==> config.mk <==
export PLATFORM = sky130hd
export DESIGN_NAME = multicycle_control
export DESIGN_NICKNAME = d
export VERILOG_FILES = /design/src/rtl/multicycle_control.sv
export SDC_FILE = /design/constraint.sdc
export NUM_CORES = 1
export LEC_CHECK = 0
export ABC_AREA = 1
export CORE_MARGIN = 5
export CORE_UTILIZATION = 35
export CTS_BUF_LIST = sky130_fd_sc_hd__clkbuf_4
export CTS_CLUSTER_SIZE = 28
export DETAILED_ROUTE_END_ITERATION = 8
export PLACE_DENSITY_LB_ADDON = 0.08
export SLEW_MARGIN = 30
export SYNTH_ARGS = -nofsm -noshare
export SYNTH_HDL_FRONTEND = slang
export SYNTH_SLANG_ARGS = --single-unit
==> constraint.sdc <==
create_clock -name clk -period 3.3 [get_ports clk]
set_input_delay 0.33 -clock clk [delete_from_list [all_inputs] [get_ports clk]]
set_output_delay 0.33 -clock clk [all_outputs]
set_load 0.005 [all_outputs]
==> src/rtl/multicycle_control.sv <==
// multicycle_control: Moore controller that sequences a multicycle MIPS datapath.
// It emits every datapath select and enable, and it keeps a retired-instruction
// counter and a sticky illegal-opcode flag.
// Optional feature: define MULTICYCLE_MEM_WAIT_EN to make FETCH, MEM_READ and
// MEM_WRITE wait for mem_ready.
//
// state     | meaning
// ----------+--------------------------------------------------
// FETCH     | read instruction at PC, load IR, PC <- PC + 4
// DECODE    | read registers, precompute branch target
// MEM_ADDR  | ALUOut <- A + sign-ext imm (lw/sw address)
// MEM_READ  | read data memory at ALUOut into MDR
// MEM_WB    | rt <- MDR
// MEM_WRITE | write B to data memory at ALUOut
// R_EXEC    | ALUOut <- A funct B
// R_WB      | rd <- ALUOut
// BRANCH    | PC <- target if A == B
// JUMP      | PC <- jump target
// ADDI_EXEC | ALUOut <- A + sign-ext imm
// ADDI_WB   | rt <- ALUOut
module multicycle_control #(
    parameter int COUNT_W = 32
) (
    input  logic               clk,
    input  logic               rst,
    input  logic [5:0]         opcode,
    input  logic               mem_ready,
    output logic               pc_write,
    output logic               pc_write_cond,
    output logic [1:0]         pc_source,
    output logic               ior_d,
    output logic               mem_read,
    output logic               mem_write,
    output logic               ir_write,
    output logic               reg_dst,
    output logic               mem_to_reg,
    output logic               reg_write,
    output logic               alu_src_a,
    output logic [1:0]         alu_src_b,
    output logic [1:0]         alu_op,
    output logic [3:0]         state,
    output logic [COUNT_W-1:0] retired,
    output logic               illegal_op
);

    typedef enum logic [3:0] {
        S_FETCH     = 4'd0,
        S_DECODE    = 4'd1,
        S_MEM_ADDR  = 4'd2,
        S_MEM_READ  = 4'd3,
        S_MEM_WB    = 4'd4,
        S_MEM_WRITE = 4'd5,
        S_R_EXEC    = 4'd6,
        S_R_WB      = 4'd7,
        S_BRANCH    = 4'd8,
        S_JUMP      = 4'd9,
        S_ADDI_EXEC = 4'd10,
        S_ADDI_WB   = 4'd11
    } state_t;

    localparam logic [5:0] OP_RTYPE = 6'b000000;
    localparam logic [5:0] OP_LW    = 6'b100011;
    localparam logic [5:0] OP_SW    = 6'b101011;
    localparam logic [5:0] OP_BEQ   = 6'b000100;
    localparam logic [5:0] OP_ADDI  = 6'b001000;
    localparam logic [5:0] OP_J     = 6'b000010;

    state_t cur_state;
    state_t next_state;
    logic   mem_done;
    logic   retire_now;
    logic   illegal_now;

`ifdef MULTICYCLE_MEM_WAIT_EN
    assign mem_done = mem_ready;
`else
    logic unused_mem_ready;
    assign unused_mem_ready = mem_ready;
    assign mem_done = 1'b1;
`endif

    assign state = cur_state;

    // State register, retired counter and sticky illegal flag
    always_ff @(posedge clk) begin
        if (!rst) begin
            cur_state  <= S_FETCH;
            retired    <= '0;
            illegal_op <= 1'b0;
        end else begin
            cur_state <= next_state;
            if (retire_now)
                retired <= retired + {{(COUNT_W-1){1'b0}}, 1'b1};
            if (illegal_now)
                illegal_op <= 1'b1;
        end
    end

    // Next-state logic; opcode only matters in DECODE and MEM_ADDR
    always_comb begin
        next_state  = S_FETCH;
        illegal_now = 1'b0;
        retire_now  = 1'b0;
        case (cur_state)
            S_FETCH:     next_state = mem_done ? S_DECODE : S_FETCH;
            S_DECODE: begin
                case (opcode)
                    OP_LW, OP_SW: next_state = S_MEM_ADDR;
                    OP_RTYPE:     next_state = S_R_EXEC;
                    OP_BEQ:       next_state = S_BRANCH;
                    OP_J:         next_state = S_JUMP;
                    OP_ADDI:      next_state = S_ADDI_EXEC;
                    default: begin
                        next_state  = S_FETCH;
                        illegal_now = 1'b1;
                    end
                endcase
            end
            // Only sw goes to MEM_WRITE; anything else is treated as a load
            S_MEM_ADDR:  next_state = (opcode == OP_SW) ? S_MEM_WRITE : S_MEM_READ;
            S_MEM_READ:  next_state = mem_done ? S_MEM_WB : S_MEM_READ;
            S_MEM_WB: begin
                next_state = S_FETCH;
                retire_now = 1'b1;
            end
            S_MEM_WRITE: begin
                next_state = mem_done ? S_FETCH : S_MEM_WRITE;
                retire_now = mem_done;
            end
            S_R_EXEC:    next_state = S_R_WB;
            S_R_WB, S_BRANCH, S_JUMP, S_ADDI_WB: begin
                next_state = S_FETCH;
                retire_now = 1'b1;
            end
            S_ADDI_EXEC: next_state = S_ADDI_WB;
            default:     next_state = S_FETCH;
        endcase
    end

    // Moore output decode, forced inactive while reset is asserted
    always_comb begin
        pc_write      = 1'b0;
        pc_write_cond = 1'b0;
        pc_source     = 2'b00;
        ior_d         = 1'b0;
        mem_read      = 1'b0;
        mem_write     = 1'b0;
        ir_write      = 1'b0;
        reg_dst       = 1'b0;
        mem_to_reg    = 1'b0;
        reg_write     = 1'b0;
        alu_src_a     = 1'b0;
        alu_src_b     = 2'b00;
        alu_op        = 2'b00;
        if (rst) begin
            case (cur_state)
                S_FETCH: begin
                    mem_read  = 1'b1;
                    ir_write  = mem_done;
                    pc_write  = mem_done;
                    alu_src_b = 2'b01;
                end
                S_DECODE:    alu_src_b = 2'b11;
                S_MEM_ADDR: begin
                    alu_src_a = 1'b1;
                    alu_src_b = 2'b10;
                end
                S_MEM_READ: begin
                    mem_read = 1'b1;
                    ior_d    = 1'b1;
                end
                S_MEM_WB: begin
                    mem_to_reg = 1'b1;
                    reg_write  = 1'b1;
                end
                S_MEM_WRITE: begin
                    mem_write = 1'b1;
                    ior_d     = 1'b1;
                end
                S_R_EXEC: begin
                    alu_src_a = 1'b1;
                    alu_op    = 2'b10;
                end
                S_R_WB: begin
                    reg_dst   = 1'b1;
                    reg_write = 1'b1;
                end
                S_BRANCH: begin
                    alu_src_a     = 1'b1;
                    alu_op        = 2'b01;
                    pc_write_cond = 1'b1;
                    pc_source     = 2'b01;
                end
                S_JUMP: begin
                    pc_write  = 1'b1;
                    pc_source = 2'b10;
                end
                S_ADDI_EXEC: begin
                    alu_src_a = 1'b1;
                    alu_src_b = 2'b10;
                end
                S_ADDI_WB:   reg_write = 1'b1;
                default: ;
            endcase
        end
    end

endmodule

* Word-level counts from Yosys, hierarchy flattened
Cells that the tools add are included.
** Storage, ports and cells
- Register bits after elaboration :: 37
- Input bits :: 9
- Logic and storage cells :: 63
** Operators by class
- Add/sub/neg operators :: 1
- Eq/ne operators :: 16
- Muxes and demuxes :: 32
- Reductions and logical operators :: 11
** Operators with widths (count)
- 32-bit by 1-bit adder with 32-bit output, second input constant :: 1
- 4-bit one-hot mux with 6 select lines :: 1
- 1-bit 2-to-1 mux :: 23
- 4-bit one-hot mux with 5 select lines :: 1
- 4-bit by 3-bit == test with 1-bit output, second input constant :: 4
- 4-bit == test, second input constant :: 4
- 6-bit == test, second input constant :: 2
- 6-bit OR reduction :: 2
- 2-bit OR reduction :: 5
- 4-bit by 2-bit == test with 1-bit output, second input constant :: 2
- 2-bit one-hot mux with 2 select lines :: 2
- 6-bit by 2-bit == test with 1-bit output, second input constant :: 1
- 6-bit by 3-bit == test with 1-bit output, second input constant :: 1
- 6-bit by 4-bit == test with 1-bit output, second input constant :: 1
- 6-bit zero test :: 1
- 2-bit 2-to-1 mux :: 3
- 2-bit one-hot mux with 3 select lines :: 1
- 4-bit by 1-bit == test with 1-bit output, second input constant :: 1
- 4-bit zero test :: 1
- 4-bit OR reduction :: 1
- 3-bit 2-to-1 mux :: 1
- 3-bit OR reduction :: 1

* Longest topological paths before layout
- Word-level depth :: 4
- Gate-level depth with buffers :: 10
- Depth with buffers taken out :: 10

* Worst setup path after synthesis
No wires, ideal clock.
- Path kind :: register to register
- Start point :: register retired[1]
- End point :: register retired[30]
- Data arrival time :: 1.281 ns
- Required time :: 3.190 ns
- Slack :: 1.909 ns
- Cell stages (with the launch flop) :: 10
- Path buffers :: 1
- Period minus slack after synthesis :: 1.391 ns
- Path through :: dfxtp_1 > ha_1 > inv_1 > nor2_1 > nand2_1 > nor2_2 > buf_4 > nand4_1 > nand2_1 > nor2_1
** On the way
- Cells in the longest elaborated chain, start to end :: 1
** Ends and longest elaborated chain
- from (decl) :: line 42 : output logic [COUNT_W-1:0] retired,
- from (signal assigned) :: line 93 : retired <= retired + {{(COUNT_W-1){1'b0}}, 1'b1};
- 32-bit by 1-bit adder with 32-bit output :: line 93
No other way between the ends.
A chain may end at the register's enable or synchronous reset.

* Final worst setup path
- Start point :: input rst
- End point :: output reg_write
** On the way
- Cells in the longest elaborated chain, start to end :: 1
** Ends and longest elaborated chain
- from (decl) :: line 25 : input logic rst,
- 1-bit 2-to-1 mux :: line 155 : if (rst) begin
- to (decl) :: line 37 : output logic reg_write,
No other way between the ends.

==> qor.yml <==
layout:
  antennaDiodeCount: 0
  final_net_count: 443
  mostFrequentLayoutCells: "sky130_fd_sc_hd__nand2_1 (89), sky130_fd_sc_hd__nor2_1 (82), sky130_fd_sc_hd__clkdlybuf4s50_1 (60)"
  areaGrowthSynthToFinish_pct: 31.56
  final_common_cell: "sky130_fd_sc_hd__nand2_1"
  post_route_cells_drive_above_1_share: 0.06467
hold_path:
  holdCritStartpoint: "illegal_op"
  hold_path.class: "reg -> reg"
  worstHoldEndpoint: "illegal_op"
  whs_path_depth: 2
pwr:
  switching_share: 0.2476
  power.total_mw: 0.7556
  switchingPower_mw: 0.1871
  cell_int_power_mw: 0.5685
  leakagePower_nw: 1.052
  seq_power_share: 0.599
  max-vdd-ir-drop_mv: 0.1243
  power_frac_clock: 0.308
  p_comb_frac: 0.094
  power_density_nw_per_um2: 254.6
sta:
  final.setup.tns_ns: 0
  setup_violations: 0
  min_setup_slack_post_route_ns: 1.004
  unrepaired_setup_endpoints_after_global_routing: "false"
  clock_skew_ns: 0.007154
  finalCritPeriodShare: 0.6957
  max_freq_mhz: 435.6
  final-hold-violation-count: 0
  fin_max_slew_vios: 0
  worst-slew-pin-transition_ns: 0.6876
  worst_relative_slew_slack: 0.5411
  min_period_ns: 2.296
critical_path:
  rr_startpoint: "retired[1]"
  crit_path_start_kind: "input port"
  critPathKind: "in -> out"
  r2r-end: "retired[8]"
  worstSetupEndpointType: "primary output"
  critPathRequiredTime_ns: 2.97
  worstPathArrival_ns: 1.97
  worst_r2r_path_depth: 8
  critical_path.max_fanout: 23
  ff2ff_setup_slack_ns: 1.43
synth:
  synthesis.area_per_instance_um2: 6.048
  synth-seq-cells: 37
  post_synth_instance_area_um2: 2256
  synthesis.nets: 383
  ys_warn_count: 0
  seq_area_frac_synth: 0.3283
  synthDominantCellAreaShare: 0.3283
  asyncSetResetFlopFracSynth: 0
  synth_enable_flop_cells: 0
  syn-instance-count: 373
  synth.largest_area_cell: "sky130_fd_sc_hd__dfxtp_1"
  postSynth.topFlopCell: "sky130_fd_sc_hd__dfxtp_1"
  ys_types: 27
  area_contributors_post_synth: "sky130_fd_sc_hd__dfxtp_1 (33%), sky130_fd_sc_hd__nand2_1 (15%), sky130_fd_sc_hd__nor2_1 (14%)"
die:
  fp.dieW_um: 90.29
  initial_utilization: 0.3573
  io_pins: 62
  core.rowCount: 29
  core_region_area_um2: 6314
  die_area_um2: 8151
  overall_die_height_um: 90.29
clock_network:
  cts_h_tree_lvls: 2
  clock_tree.root_cell: "sky130_fd_sc_hd__clkbuf_4"
  clock_sinks: 37
  ctsLongestPathBuffers: 2
  clock_latency_ns: 0.34
  post-cts-setup-buffer-count: 0
  worst_setup_hold_path_clk_slew_ns: 0.10
  cts_hold_buffers: 0
  tritoncts.num_buffers: 5
  cts.repair.resized: 0
  tritoncts: "built"
routing:
  wl_per_cell_um: 12.48
  vias: 2474
  antenna_violating_nets_post_route: 0
  dr.pass1.iters: 4
  drt_iter0_drc: 93
  drc: 0
  wl_um: 6365
  drt-vias-per-instance: 4.851
global_routing:
  antenna_found_initial: 0
  first_global_vias: 2290
  grt-ovfl-total: 0
  grt_pass1_wl_um: 10690
  globalRouteTotalUtil: 0.1564
  grt_start_max_net_pins: 30
place:
  numPortBuffers: 60
  dp_hpwl_um: 4941
  preCtsSetupSlack_ns: 0.9913
  gpl_wtd_cong: 0.8898
outcome:
  outcome: "completed"
job:
  drv.max_cap_violation_count: 0
## sequential cells by signal, summed over array words and instances, names as in the netlist
signal,cells
illegal_op,1
retired,32
state,4
## cells in the mapped netlist (6+ instances only)
master	instances
sky130_fd_sc_hd__nand3_1	31
sky130_fd_sc_hd__inv_1	42
sky130_fd_sc_hd__nand2_1	89
sky130_fd_sc_hd__dfxtp_1	37
sky130_fd_sc_hd__nand2_2	6
sky130_fd_sc_hd__nor3_1	6
sky130_fd_sc_hd__a21oi_1	26
sky130_fd_sc_hd__nor2_1	82
sky130_fd_sc_hd__nand4_1	7
sky130_fd_sc_hd__o21ai_0	10
sky130_fd_sc_hd__nor2_2	6
## stage by stage
step             util  cells  instance area, um^2  hold WS [ns]
2_1_floorplan       -    373                 2256        0.4466
3_5_place_dp   0.4623    503                 2919        0.4564
5_1_grt        0.4701    510                 2968        0.5027
4_1_cts        0.4701    510                 2968        0.4776
6_report       0.4701    510                 2968        0.4666
3_3_place_gp   0.4623    503                 2919        0.4564
## cells by family (layout without fill, tap and decap cells)
group,Yosys count,count (layout),share of synthesized area
flops,37,37,0.3283
simple gates,240,240,0.4703
compound gates,40,40,0.09262
fa+ha+maj,1,1,0.005545
xor+xnor,3,3,0.01165
buf+inv,52,112,0.09151
## power by group through the flow
stage | Clock, mW | Sequential (mW) | Combinational [mW]
2_1_floorplan | 0 | 0.463 | 0.0355
3_3_place_gp | 0 | 0.463 | 0.0705
3_5_place_dp | 0 | 0.463 | 0.0710
4_1_cts | 0.246 | 0.453 | 0.0714
5_1_grt | 0.259 | 0.453 | 0.0799
6_report | 0.232 | 0.452 | 0.0709
## routing by layer
layer	GRT usage	vias up	share of wire
met5	0	-	0
met4	0.04715	0	0.014
met3	0.04000	9	0.053
met2	0.2634	55	0.46
met1	0.1954	1104	0.47
li1	-	1306	-
## critical path, stage by stage
cell	delay, ns
sky130_fd_sc_hd__clkdlybuf4s50_1	0.47
sky130_fd_sc_hd__inv_1	0.29
sky130_fd_sc_hd__a211oi_1	0.32
sky130_fd_sc_hd__clkdlybuf4s50_1	0.55
## worst max path at each step
| stage | from | to | slack, ns |
|---|---|---|---|
| final | rst | reg_write | 1.00 |
| after global placement | rst | reg_write | 1.00 |
| after detailed placement | rst | reg_write | 0.99 |
| after CTS | rst | reg_write | 0.99 |
| after global routing | state[2] | reg_write | 0.85 |
| after floorplan | retired[1] | retired[30] | 1.91 |
## layout make-up
cell class                      count  area (um^2)
Tap cell                           77        96.34
Multi-Input combinational cell    284         1309
Inverter                           44        165.2
Fill cell                         697         3346
Sequential cell                    37        740.7
Timing Repair Buffer               61        608.1
Clock buffer                        6        45.04
Clock inverter                      1        3.754
Note: power is estimated with default switching activity, not from simulation.
==> patch, RTL diff (same settings) <==
Set the parameter `COUNT_W` to 48 (it was 32).
--- a/src/rtl/multicycle_control.sv
+++ b/src/rtl/multicycle_control.sv
@@ -21,3 +21,3 @@
 module multicycle_control #(
-    parameter int COUNT_W = 32
+    parameter int COUNT_W = 48
 ) (
Ports: changed (resized retired); port bits go from 62 to 78. No check against the original RTL was run, so the function may have changed too.
==> patch against the original RTL <==
- global-route usage is 1.6 points higher
- die area is 45% higher
- worst setup slack worse by 110 ps
- critical path depth is 2 higher
- power is 37% higher
- sequential cell count is 16 higher
- register-to-register slack better by 140 ps
- cell area is 47% higher
- synthesized area is 52% higher
- routed wire length is 52% higher
- largest power group unchanged
==> patch: results (changes against the original RTL) <==
Outcome
  • Status: finished, final reports clean

Synth
  • Synthesized Nets: 557 (+45%)
  • Compound-Gate Fraction of Synth Area: 7.788% (-1.5 points)
  • Post-Synth XOR/XNOR Area: 1.280% (+0.11 points)
  • Avg Synthesized Cell Area: 6.256 sq um (+3.4%)

Global route
  • Largest net degree at the start of global routing: 38 (+27%)
  • Vias in the first global route: 3,402 (+49%)

Placed design
  • RePlAce Congestion: 0.8501 (-4.5%)
  • IO buf count: 76 (+27%)
  • Post-DP HPWL: 7727 um (+56%)

Critical path
  • Worst endpoint data arrival time: 2080 ps (+110 ps)
  • Crit path from: state[2]$_SDFF_PN0_
  • Reg2reg end: retired[34]$_SDFFE_PN0P_
  • CP Capture Point: alu_src_b[1]
  • R2R Setup Slk: 1570 ps (+140 ps)
  • Largest stage delay on the critical path: 520 ps (-30 ps)

Route
  • DR vias/cell: 4.686 (-3.4%)
  • Total Wirelength: 9674 um (+52%)
  • Total iterations of the first detailed-routing run: 5 (+1)
  • Via count: 3,547 (+43%)
  • Drt initial violations: 130 (+40%)

Clocking
  • Clock transition at the registers of the reported paths: 150 ps (+50 ps)
  • Skew-Pair Late Insertion Delay: 380 ps (+40 ps)

Final layout
  • NumNets Final: 633 (+43%)
  • Layout cells sized above 1: 8.333% (+1.9 points)
patch: cell types whose count changed after synthesis, sizes merged, moves of 6 or more:
cell   before  now
inv        44   72
nand3      33   41
nor2       92  140
dfxtp      37   53
nand4       7   13
o21ai      10   17
nand2      96  150
patch: layout make-up:
type                            count  area, sq um  area share (%)
Clock buffer                        6        45.04           1.032
Clock inverter                      2        10.01          0.2294
Inverter                           72        275.3           6.309
Multi-Input combinational cell    413         2029           46.52
Sequential cell                    53         1061           24.32
Tap cell                          133        166.4           3.814
Timing Repair Buffer               78        775.7           17.78
patch: power breakdown:
part	internal, mW	switching (mW)	leakage (nW)
Sequential	0.644	0.00389	0.427
Combinational	0.0334	0.0411	1.29
Clock	0.0903	0.223	0.0354
Total	0.767	0.268	1.76
patch: cells by family after synthesis:
logic type | count (synthesis)
buf+inv | 81
flops | 53
fa+ha+maj | 1
simple gates | 358
compound gates | 49
xor+xnor | 5
patch: metrics by stage:
step                      setup slack [ps]  cell area (sq um)  hold slack (ps)
after floorplan                       1804               3422            446.6
final                                890.4               4363            470.0
after global placement                1061               4308            451.1
after detailed placement              1022               4308            445.1
after CTS                            859.3               4363            469.0
after global routing                 585.3               4363            507.7
patch: layer usage:
layer	routed length (um)	GRT usage, %	vias up
met4	166	4.509	0
met5	0	0	-
met1	4568	22.39	1587
met3	492	3.316	13
li1	-	-	1874
met2	4447	29.08	73
patch: worst max-delay path: cells and delay by family, from the launching register on:
kind	cells	cell delay, ps
AO/OA/AOI/OAI	1	130
buffers and inverters	3	720
flip-flops	1	380
AND/OR/NAND/NOR	2	480
